[src/rtl/vscale_vred_xvec_pkg.sv]
// vscale_vred_xvec_pkg: shared parameters, reduction op and FSM state encodings
package vscale_vred_xvec_pkg;
   localparam int VRED_LANES   = 32;
   localparam int VRED_XPR_LEN = 32;
   localparam int VRED_LPC     = 4;
   localparam int VRED_OP_WIDTH = 3;
   typedef enum logic [VRED_OP_WIDTH-1:0] {
      OP_SUM  = 3'd0,
      OP_AND  = 3'd1,
      OP_OR   = 3'd2,
      OP_XOR  = 3'd3,
      OP_MIN  = 3'd4,
      OP_MINU = 3'd5,
      OP_MAX  = 3'd6,
      OP_MAXU = 3'd7
   } op_e;
   typedef enum logic [1:0] {
      ST_IDLE = 2'd0,
      ST_RUN  = 2'd1,
      ST_DONE = 2'd2
   } state_e;
endpackage

[src/rtl/vscale_vred_lane_op_xvec.sv]
// vscale_vred_lane_op_xvec: combinational two-operand reduction op plus identity generator
module vscale_vred_lane_op_xvec
   import vscale_vred_xvec_pkg::*;
#(
   parameter int W = VRED_XPR_LEN
) (
   input  op_e          op,
   input  logic [W-1:0] a,
   input  logic [W-1:0] b,
   output logic [W-1:0] y,
   output logic [W-1:0] ident
);
   // identity depends on op only, so callers may use it to mask this op's own b input
   assign ident = (op == OP_AND || op == OP_MINU) ? {W{1'b1}} :
                  (op == OP_MIN) ? {1'b0, {(W-1){1'b1}}} :
                  (op == OP_MAX) ? {1'b1, {(W-1){1'b0}}} : '0;
   always_comb begin
      y = a + b;
      case (op)
         OP_AND:  y = a & b;
         OP_OR:   y = a | b;
         OP_XOR:  y = a ^ b;
         OP_MIN:  y = ($signed(a) < $signed(b)) ? a : b;
         OP_MINU: y = (a < b) ? a : b;
         OP_MAX:  y = ($signed(a) > $signed(b)) ? a : b;
         OP_MAXU: y = (a > b) ? a : b;
         default: y = a + b;
      endcase
   end
endmodule

[src/rtl/vscale_vred_xvec.sv]
// vscale_vred_xvec: sequential vector-to-scalar reduction, LANES_PER_CYCLE lanes folded per cycle
module vscale_vred_xvec
   import vscale_vred_xvec_pkg::*;
#(
   parameter int LANES           = VRED_LANES,
   parameter int XPR_LEN         = VRED_XPR_LEN,
   parameter int LANES_PER_CYCLE = VRED_LPC
) (
   input  logic                     clk,
   input  logic                     reset_n,
   input  logic                     req_valid,
   output logic                     req_ready,
   input  logic [2:0]               req_op,
   input  logic [LANES*XPR_LEN-1:0] req_vec,
   input  logic [LANES-1:0]         req_mask,
   input  logic [XPR_LEN-1:0]       req_seed,
   input  logic                     kill,
   output logic                     resp_valid,
   input  logic                     resp_ready,
   output logic [XPR_LEN-1:0]       resp_data,
   output logic                     busy
);
   localparam int NGROUPS = LANES / LANES_PER_CYCLE;
   localparam int GW      = (NGROUPS > 1) ? $clog2(NGROUPS) : 1;
   state_e                   state;
   op_e                      op_q;
   logic [LANES*XPR_LEN-1:0] vec_q;
   logic [LANES-1:0]         mask_q;
   logic [XPR_LEN-1:0]       acc, acc_next, ident;
   logic [GW-1:0]            grp;
   assign req_ready = (state == ST_IDLE) && !kill;
   // operand register shifts down each RUN cycle, so the current group is always lanes 0..LPC-1
   for (genvar k = 0; k < LANES_PER_CYCLE; k++) begin : g
      logic [XPR_LEN-1:0] a, b, y, id;
      if (k == 0) begin : h
         assign a = ident;
      end else begin : h
         assign a = g[k-1].y;
      end
      assign b = mask_q[k] ? vec_q[k*XPR_LEN +: XPR_LEN] : id;
      vscale_vred_lane_op_xvec #(.W(XPR_LEN)) u_lane (
         .op(op_q), .a(a), .b(b), .y(y), .ident(id)
      );
   end
   vscale_vred_lane_op_xvec #(.W(XPR_LEN)) u_acc (
      .op(op_q), .a(acc), .b(g[LANES_PER_CYCLE-1].y), .y(acc_next), .ident(ident)
   );
   always_ff @(posedge clk or negedge reset_n) begin
      if (!reset_n) begin
         state      <= ST_IDLE;
         op_q       <= OP_SUM;
         vec_q      <= '0;
         mask_q     <= '0;
         acc        <= '0;
         grp        <= '0;
         resp_valid <= 1'b0;
         resp_data  <= '0;
         busy       <= 1'b0;
      end else if (kill) begin
         state      <= ST_IDLE;
         grp        <= '0;
         resp_valid <= 1'b0;
         busy       <= 1'b0;
      end else begin
         case (state)
            ST_IDLE: if (req_valid) begin
               state  <= ST_RUN;
               op_q   <= op_e'(req_op);
               vec_q  <= req_vec;
               mask_q <= req_mask;
               acc    <= req_seed;
               grp    <= '0;
               busy   <= 1'b1;
            end
            ST_RUN: begin
               acc    <= acc_next;
               vec_q  <= vec_q >> (LANES_PER_CYCLE*XPR_LEN);
               mask_q <= mask_q >> LANES_PER_CYCLE;
               grp    <= grp + 1'b1;
               if (grp == GW'(NGROUPS-1)) begin
                  state      <= ST_DONE;
                  resp_valid <= 1'b1;
                  resp_data  <= acc_next;
               end
            end
            ST_DONE: if (resp_ready) begin
               state      <= ST_IDLE;
               resp_valid <= 1'b0;
               busy       <= 1'b0;
            end
            default: state <= ST_IDLE;
         endcase
      end
   end
endmodule

[config.mk]
export PLATFORM = sky130hd
export DESIGN_NAME = vscale_vred_xvec
export DESIGN_NICKNAME = d
export VERILOG_FILES = /design/src/rtl/vscale_vred_xvec_pkg.sv /design/src/rtl/vscale_vred_lane_op_xvec.sv /design/src/rtl/vscale_vred_xvec.sv
export SDC_FILE = /design/constraint.sdc
export NUM_CORES = 2
export LEC_CHECK = 0
export BUFFER_PORTS_ARGS = -buffer_cell sky130_fd_sc_hd__buf_2
export CORE_AREA = 5 5 541 276
export CTS_CLUSTER_DIAMETER = 120
export DETAILED_ROUTE_END_ITERATION = 10
export DIE_AREA = 0 0 546 281
export GPL_TIMING_DRIVEN = 0
export PLACE_DENSITY = 0.9
export RECOVER_POWER = 100
export SLEW_MARGIN = 40
export SYNTH_ARGS = -nofsm -noshare
export SYNTH_HDL_FRONTEND = slang
export SYNTH_HIERARCHICAL = 1
export SYNTH_SLANG_ARGS = --single-unit
[constraint.sdc]
create_clock -name clk -period 22.7 [get_ports clk]
set_input_delay 0 -clock clk [delete_from_list [all_inputs] [get_ports clk]]
set_output_delay 0 -clock clk [all_outputs]
set_load 0.01 [all_outputs]
==> run metrics <==
status finished, violations left; violated checks DRC, capacitance limit, slew limit, setup timing; Max VDD drop 180 uV; reg2reg path depth 73; fin util 0.742; fill count 9,217; Mapped Cells 7,409; CTS Buf Count 103; Initial Util 0.593; Final Power 15.3 mW; Least-Margin Pin Slew 5.60 ns; top routing layer used met5; GPL Wtd Cong 1.08; routed via count 81.5k; Max-Cap Viols 20; WL met1 153,000 um; total track usage 0.553; Post-synth EDFFs 0; Critical Path RT 23.31 ns; NumNets Final 11.4k; Min Hold Slack 0.0653 ns; syn avg cell area 11.6 um2; Final setup viols 13; Relative slew margins -2.73; Slew Limit Fails 1,095; crit path kind reg -> reg; Worst path depth 73; initial antenna violation count 191; synth unique cells 92; Multi-input gate area 0.0487 mm2; WL/cell 36.6 um; Crit Path Max Fanout 12; Min-Delay Path Depth 4; DR iter-0 viols 12.1k; Synth async-reset ratio 1.00; final worst slack -0.214 ns; Fin Clk Skew 0.0423 ns; Clock Latency Late Sink 0.76 ns; syn nets 8,992; Routed WL 438,000 um; vias per inst 6.81; HPWL Detailed 292,000 um; Core ar. 0.144 mm2; CP most frequent cell inv_1; commonest non-fill, non-tap cell in the layout buf_2; Non-Filler Instances 12.0k; share of cells above drive strength 1 0.333; Buf/Inv on CP 21; most frequent cells in the layout 1,180 x buf_2, 1,127 x dfrtp_1, 1,097 x dlygate4sd3_1, 829 x mux2_2, 667 x mux2_4; Largest stage delay, worst path 0.80 ns; vias in the first global route 81.3k; Critical-path top delay cell clkdlybuf4s15_1; largest net degree at the start of global routing 104; buffers added on ports 1,129; die height 281 um; Power Density 143 mW/mm2; Yosys reg bits 1,130; post-layout min period 22.91 ns; CTS tree done; met3 wire length 68,700 um; I/O pins 1,131; DRC 2; clock slew at reported path FFs 0.09 ns; crit path capture type flip-flop; Antenna Violating Nets Remaining 0; die area 0.153 mm2; number of core rows 99; remaining global-route overflow 0; Place WS -0.633 ns; Critical Path AT 23.52 ns; FF/Latch Area 0.0283 mm2; Cells after DPL 10.5k; Static Leak 50.2 nW; sequential area share after synthesis 0.330; # clock sinks 1,130; HP Class in -> reg; Area Growth Syn to Fin 25.0%; Root Buffer clkbuf_16; Synth Warn # 6; CTS Buffer Depth 3; area of the mapped netlist 0.0856 mm2; Final Cycle Share 1.01; ys flop type dfrtp_1; crit path launch type flip-flop; first-pass GRT wire length 611,000 um; Pre-antenna DRT Iters 11; met2 wire length 168,000 um; Final Hold Fails 0; die width 546 um; Top delay family on crit path compound AO/OA/AOI/OAI gates; H-tree depth 3; fmax 43.6 MHz
## final timing paths
kind | startpoint | endpoint | slack, ns
max reg2reg | op_q[0] | acc[21] | -0.21
max in group asynchronous | reset_n | vec_q[917] | 3.16
min | req_vec[914] | vec_q[914] | 0.07
min in group asynchronous | reset_n | vec_q[110] | 2.85
min reg2reg | vec_q[605] | vec_q[605] | 0.50
max | op_q[0] | acc[21] | -0.21
## worst reg2reg max path: cells and delay by family, from the launching register on
| family | cells | cell delay (ns) |
|---|---|---|
| and+or+nand+nor | 16 | 5.41 |
| adders and majority gates | 5 | 1.62 |
| xor gates and xnor gates | 3 | 0.63 |
| DFF | 1 | 0.69 |
| muxes | 10 | 2.87 |
| buffers and inverters | 21 | 5.39 |
| AOI/OAI and AO/OA | 18 | 6.16 |
## metrics by stage
stage	instance area, um2	TNS (ns)
after detailed placement	94500	-18.72
final	107000	-0.786
after CTS	109000	0
after floorplan	85600	0
after global routing	107000	-0.00971
after global placement	93700	-3682.45
## sequential cells by signal, summed over array words and instances (netlist names)
signal / cells
resp_data: 32
mask_q: 32
vec_q: 1024
state: 2
resp_valid: 1
acc: 32
grp: 3
busy: 1
op_q: 3
## final cells by class
class	count	area share
multi-input cells	5068	0.455
flip-flops and latches	1130	0.264
repair buffers	2260	0.158
plain buffers	645	0.0417
clock buffers	129	0.0266
well taps	1919	0.0224
inverters	565	0.0198
clock inverters	64	0.00752
diodes	189	0.00442
## report_power, final
part	total (mW)	leakage, nW	internal (mW)	switching, mW
Sequential	2.98	13.5	2.47	0.504
Combinational	10.3	34.9	3.89	6.42
Clock	2.06	1.80	1.06	0.995
## metal layers
| metal | vias up | track usage |
|---|---|---|
| li1 | 31100 | - |
| met3 | 3040 | 0.290 |
| met5 | - | 0.0198 |
| met1 | 39100 | 0.651 |
| met2 | 8297 | 0.747 |
| met4 | 52 | 0.446 |
## synthesized netlist by cell type (all sizes together), types with 35 or more instances
cell / number / area (um2)
mux2: 2082 / 27900
inv: 562 / 2110
xnor2: 101 / 907
clkbuf: 147 / 552
nor2: 226 / 863
a22oi: 115 / 863
a221o: 67 / 671
o21ai: 275 / 1380
dfrtp: 1130 / 28300
a21oi: 244 / 1220
o22ai: 36 / 225
nor2b: 35 / 219
nand3: 51 / 255
ha: 482 / 6030
a221oi: 37 / 324
buf: 499 / 4250
mux2i: 249 / 2550
nor3: 50 / 250
and3: 43 / 269
o211ai: 40 / 342
nand2: 384 / 1450
a21o: 66 / 495
## what timing repair did
item	CTS	global route
buffers inserted	0	2
pin swaps	0	1
hold endpoints to repair	1368	0
gates resized for setup	7	25
hold buffers	1098	0
endpoints found under the setup margin	63	64
## cells by family after synthesis
kind of cell,after synthesis,synth area share
AND/OR/NAND/NOR,962,0.0547
XOR/XNOR,133,0.0139
flip-flops,1130,0.330
adder cells (fa/ha/maj),487,0.0716
multiplexers,2342,0.359
buffers and inverters,1211,0.0808
AO/OA/AOI/OAI,1144,0.0897
Note: power is estimated with default switching activity, not from simulation.
